File: config.mk
export PLATFORM = sky130hd
export DESIGN_NAME = pipeline_hazard_controller
export DESIGN_NICKNAME = d
export VERILOG_FILES = /design/src/rtl/pipeline_hazard_controller.sv
export SDC_FILE = /design/constraint.sdc
export NUM_CORES = 1
export LEC_CHECK = 0
export BUFFER_PORTS_ARGS = -buffer_cell sky130_fd_sc_hd__buf_2
export CAP_MARGIN = 5
export CORE_MARGIN = 1
export CORE_UTILIZATION = 31
export DETAILED_ROUTE_END_ITERATION = 8
export SYNTH_ARGS = -nofsm -noshare
export SYNTH_HDL_FRONTEND = slang
export SYNTH_SLANG_ARGS = --single-unit
File: constraint.sdc
create_clock -name clk -period 3.55 [get_ports clk]
set_input_delay 0.1775 -clock clk [delete_from_list [all_inputs] [get_ports clk]]
set_output_delay 0.1775 -clock clk [all_outputs]
set_load 0.02 [all_outputs]
File: src/rtl/pipeline_hazard_controller.sv
// rtl/pipeline_hazard_controller.sv - stall/issue scheduler with RAW scoreboard and jump hold
//
// Purpose: owns the fetch-valid flag and a scoreboard of in-flight instructions
// (OF, EX, MEM, WB). Drives the PC and issue-register enables, stalls decode on
// RAW register hazards and holds fetch while a jump is in flight.
//
// Ports:
//   clk, rst                  clock, synchronous active-low reset
//   dec_src0/_used            decoded source reg 0 and its read flag
//   dec_src1/_used            decoded source reg 1 and its read flag
//   dec_dst, dec_writes       decoded destination reg and its write flag
//   dec_is_jump               decoded instruction is a jump
//   pc_en, pc_sel_jump        PC enable; PC loads resolved jump target
//   issue_reg_en              issue register captures memory read data
//   issue_accept              decoded instruction enters OF this cycle
//   stall                     valid instruction held by a hazard
//   stage_valid[DEPTH]        valid bit per scoreboard stage
//   stall_count[CNT_W]        saturating count of stall cycles
module pipeline_hazard_controller #(
  parameter int DEPTH      = 4,
  parameter int JUMP_STAGE = 1,
  parameter int CNT_W      = 16,
  parameter bit ZERO_REG   = 1'b0
) (
  input  logic             clk,
  input  logic             rst,
  input  logic [4:0]       dec_src0,
  input  logic             dec_src0_used,
  input  logic [4:0]       dec_src1,
  input  logic             dec_src1_used,
  input  logic [4:0]       dec_dst,
  input  logic             dec_writes,
  input  logic             dec_is_jump,
  output logic             pc_en,
  output logic             pc_sel_jump,
  output logic             issue_reg_en,
  output logic             issue_accept,
  output logic             stall,
  output logic [DEPTH-1:0] stage_valid,
  output logic [CNT_W-1:0] stall_count
);

  logic             fetch_valid;
  logic             jump_pending;
  logic [DEPTH-1:0] sb_valid;
  logic [DEPTH-1:0] sb_writes;
  logic [DEPTH-1:0] sb_is_jump;
  logic [4:0]       sb_dst [DEPTH];

  logic hazard;
  logic jump_load;
  logic fetch;

  // A producer blocks readers through its WB stage: the register file is only
  // written at the end of WB and there is no forwarding path.
  always_comb begin
    hazard = 1'b0;
    for (int k = 0; k < DEPTH; k++) begin
      if (sb_valid[k] && sb_writes[k]) begin
        if (dec_src0_used && (sb_dst[k] == dec_src0) && !(ZERO_REG && (dec_src0 == 5'd0)))
          hazard = 1'b1;
        if (dec_src1_used && (sb_dst[k] == dec_src1) && !(ZERO_REG && (dec_src1 == 5'd0)))
          hazard = 1'b1;
      end
    end
    hazard = hazard & fetch_valid;
  end

  assign issue_accept = fetch_valid & ~hazard & ~jump_pending;
  assign stall        = hazard;
  assign jump_load    = sb_valid[JUMP_STAGE] & sb_is_jump[JUMP_STAGE];
  // Nothing past an accepted jump is fetched, so the pipe never needs a flush.
  assign fetch        = ~jump_pending & ~(issue_accept & dec_is_jump) &
                        (~fetch_valid | issue_accept);
  assign pc_en        = fetch | jump_load;
  assign pc_sel_jump  = jump_load;
  assign issue_reg_en = fetch;
  assign stage_valid  = sb_valid;

  always_ff @(posedge clk) begin
    if (!rst) begin
      fetch_valid  <= 1'b0;
      jump_pending <= 1'b0;
      sb_valid     <= '0;
      sb_writes    <= '0;
      sb_is_jump   <= '0;
      for (int k = 0; k < DEPTH; k++) sb_dst[k] <= 5'd0;
      stall_count  <= '0;
    end else begin
      // Scoreboard advances every cycle; there is no downstream backpressure.
      for (int k = DEPTH - 1; k > 0; k--) begin
        sb_valid[k]   <= sb_valid[k-1];
        sb_writes[k]  <= sb_writes[k-1];
        sb_is_jump[k] <= sb_is_jump[k-1];
        sb_dst[k]     <= sb_dst[k-1];
      end
      sb_valid[0]   <= issue_accept;
      sb_writes[0]  <= issue_accept & dec_writes;
      sb_is_jump[0] <= issue_accept & dec_is_jump;
      sb_dst[0]     <= dec_dst;

      if (fetch)
        fetch_valid <= 1'b1;
      else if (issue_accept)
        fetch_valid <= 1'b0;

      // Set and clear are exclusive: jump_load only occurs while pending,
      // and a jump cannot be accepted while pending.
      if (issue_accept && dec_is_jump)
        jump_pending <= 1'b1;
      else if (jump_load)
        jump_pending <= 1'b0;

      if (stall && (stall_count != {CNT_W{1'b1}}))
        stall_count <= stall_count + CNT_W'(1);
    end
  end

endmodule

==> metrics <==
status=completed; starting density of the core=between 30 and 40%; Post CTS Setup Buffer Count=0; Hold Fails Final Rpt=0; layout cell share with drive strength beyond 1=about 20%; R2R depth=7; CTS tree=yes; TNS Setup=0 ns; final setup vio count=0; register area share after synthesis=41.14%; Layout fillers=728; DP Worst Slack=1.628 ns; routed vias=1858; Mapped Avg Cell Area=slightly above 9 um2; PwrDens=400.9 mW/mm2; hpwl dp=3512 um; DP Area=between 0.002 and 0.003 mm2; H-tree levels=2; Worst-path clk slew=0.09 ns; Critical Path Start=sb_dst[0][4]; Final min period=roughly 2.2 ns; Tot GR Track Use=12.89%; worst hold stages=2; design area=0.002719 mm2; Final ANT Viol Nets=0; initial antenna violation count=0; area of the multi-input gates=0.001257 mm2; initial DRC count=70; slew at the pin closest to its max-slew limit=0.8365 ns; Layout Cells excl Fill=around 400; LEAKAGE=1.006 nW; Post-Synthesis Cells=approximately 260; Layout Area Growth over Synthesis=16.39%; Bufs on Longest Clock Path=2; Worst setup EP type=output port; post-route worst setup slack=1.310 ns; Die Y-Extent=88.81 um; CP startpoint kind=register; critical path arrival=2.06 ns; die area=0.007886 mm2; vias in the first global route=around 1700; number of diodes=0; ys flop type=dfxtp_1; gpl congestion=0.8832; reg2reg end=stall_count[8]; post-CTS sizing=0; fin nets=between 300 and 400; Synth async-reset ratio=0%; clk_skew=approximately 0.0050 ns; Pre-antenna DRT Iters=4; reg2reg setup slack=1.61 ns; Hold WC Path Type=in -> reg; Pins Over Slew Limit=0; die width=88.81 um; FP Rows=31; Power, Total=1.090 mW; Post-synth EDFFs=0; CTS Buf Count=5; register area=about 960 um2; total congestion overflow=0; RSZ-0062 raised after global routing=false; Syn Std Cell Area=around 0.0023 mm2; core area=0.007253 mm2; fin crit share=63.10%; Root Buffer=clkbuf_8; boundary pin count=46; total of max-cap violations=0; r2r startpoint=stall_count[0]; # placed instances=381; first-pass GRT wire length=7790 um; Crit path required time=between 3 and 4 ns; Yosys Warn Count=0; Setup CP Type=reg -> out; worst setup path end=pc_en; cts hold-fix bufs=0; DRC errors left=0; Syn Nets=~280; largest net degree at the start of global routing=57; clock latency on the worst-skew pair=0.30 ns; wire per inst=roughly 12 um; #FFs+latches synth=48; Netlist cell types=33; Critical Path Fanout Max=27; worst vdd ir=~0.18 mV; CTS Sinks=48; Total Wirelength=4763 um; fmax=around 450 MHz; PortBufs=45; number of vias per cell=about 4.8; worst relative slew slack=between 40% and 50%
==> logic make-up (layout without fill, tap and decap cells) <==
| group | Yosys count | count (layout) | synth area share [%] |
|---|---|---|---|
| buffers and inverters | 25 | 60 | 5.035 |
| flip-flops | 48 | 48 | 41.14 |
| multiplexers | 9 | 9 | 3.857 |
| XOR/XNOR | 40 | 40 | 15.00 |
| AND/OR/NAND/NOR | 110 | 110 | 28.07 |
| AO/OA/AOI/OAI | 22 | 22 | 6.374 |
| adder cells (fa/ha/maj) | 1 | 1 | 0.5355 |
==> Yosys cell counts (all sizes together) (6+ instances only) <==
cell    instances  area share, %
nand3           6            1.3
and2           31            8.3
nand4          24            6.4
mux2i           9            3.9
nor2            6            1.1
nand2          15            2.5
inv             6           0.96
dfxtp          48             41
clkbuf          7            1.1
buf            12            2.9
nand2b         11            2.9
xnor2          40             15
==> sequential cells by signal (all words and copies together) (netlist names) <==
signal / count
sb_writes: 4
fetch_valid: 1
sb_dst: 20
jump_pending: 1
sb_is_jump: 2
stage_valid: 4
stall_count: 16
==> through the flow <==
stage / utilization [%] / hold slack [ns]
detailed placement: 35.81 / 0.3939
global placement: 35.81 / 0.3929
global route: 37.48 / 0.06966
finish: 37.48 / 0.07977
CTS: 37.48 / 0.07764
floorplan: - / 0.2827
==> report_power, final <==
group / leakage, nW / switching, mW / internal, mW
Clock: 0.0614 / 0.187 / 0.231
Sequential: 0.391 / 0.0142 / 0.552
Combinational: 0.554 / 0.0573 / 0.0488
Total: 1.01 / 0.259 / 0.831
==> critical path: stages (launching register included) <==
cell	delay, ns
dfxtp_1	0.40
xnor2_1	0.10
nand4_1	0.10
o22ai_1	0.12
nor4_4	0.31
buf_4	0.31
a21oi_1	0.13
o21ai_1	0.11
buf_2	0.17
==> final cells by class <==
cell class,instances,area share [%]
clock buffer,6,3.037
sequential,48,35.34
inverter,6,0.8283
multi-input combinational,182,46.25
clock inverter,2,1.427
tap,99,4.556
timing repair buffer,46,8.560
==> worst min path at each step <==
stage | startpoint | endpoint
final | dec_dst[1] | sb_dst[0][1]
after global routing | dec_dst[2] | sb_dst[0][2]
after CTS | dec_dst[2] | sb_dst[0][2]
after detailed placement | dec_dst[2] | sb_dst[0][2]
after global placement | dec_dst[2] | sb_dst[0][2]
after floorplan | dec_is_jump | fetch_valid
==> cell usage in the layout (no fill, tap or decap) <==
master / netlist / layout
o22ai_1: 4 / 4
a21oi_1: 3 / 3
nand2b_1: 11 / 11
buf_4: 1 / 1
inv_1: 6 / 6
nand2_2: 1 / 1
clkinv_4: 0 / 1
o21ai_1: 3 / 3
o211ai_1: 4 / 4
nand4_1: 24 / 24
or3_1: 3 / 3
mux2i_1: 9 / 9
nor4_2: 1 / 1
xnor2_1: 40 / 40
nand2_1: 14 / 14
o31a_1: 1 / 1
dfxtp_1: 48 / 48
o21a_1: 1 / 1
buf_2: 10 / 45
ha_1: 1 / 1
nor3_1: 5 / 5
o31ai_1: 4 / 4
nor2_2: 1 / 1
bufinv_16: 0 / 1
nand3_1: 6 / 6
a32oi_1: 1 / 1
and2_1: 31 / 31
nor4_1: 2 / 2
and3_1: 2 / 2
a221oi_1: 1 / 1
clkbuf_8: 0 / 6
nor4_4: 1 / 1
and4_1: 3 / 3
nor2_1: 5 / 5
==> layer usage <==
metal | wire length (um) | vias to the layer above | share of wire, % | GRT usage [%]
met5 | 0 | - | 0 | 0
met1 | 2326 | 846 | 49 | 17.06
met2 | 2151 | 55 | 45 | 20.63
met3 | 213 | 8 | 4.5 | 2.892
met4 | 72 | 0 | 1.5 | 4.545
li1 | - | 949 | - | -
Power figures use the tool's default switching activity.
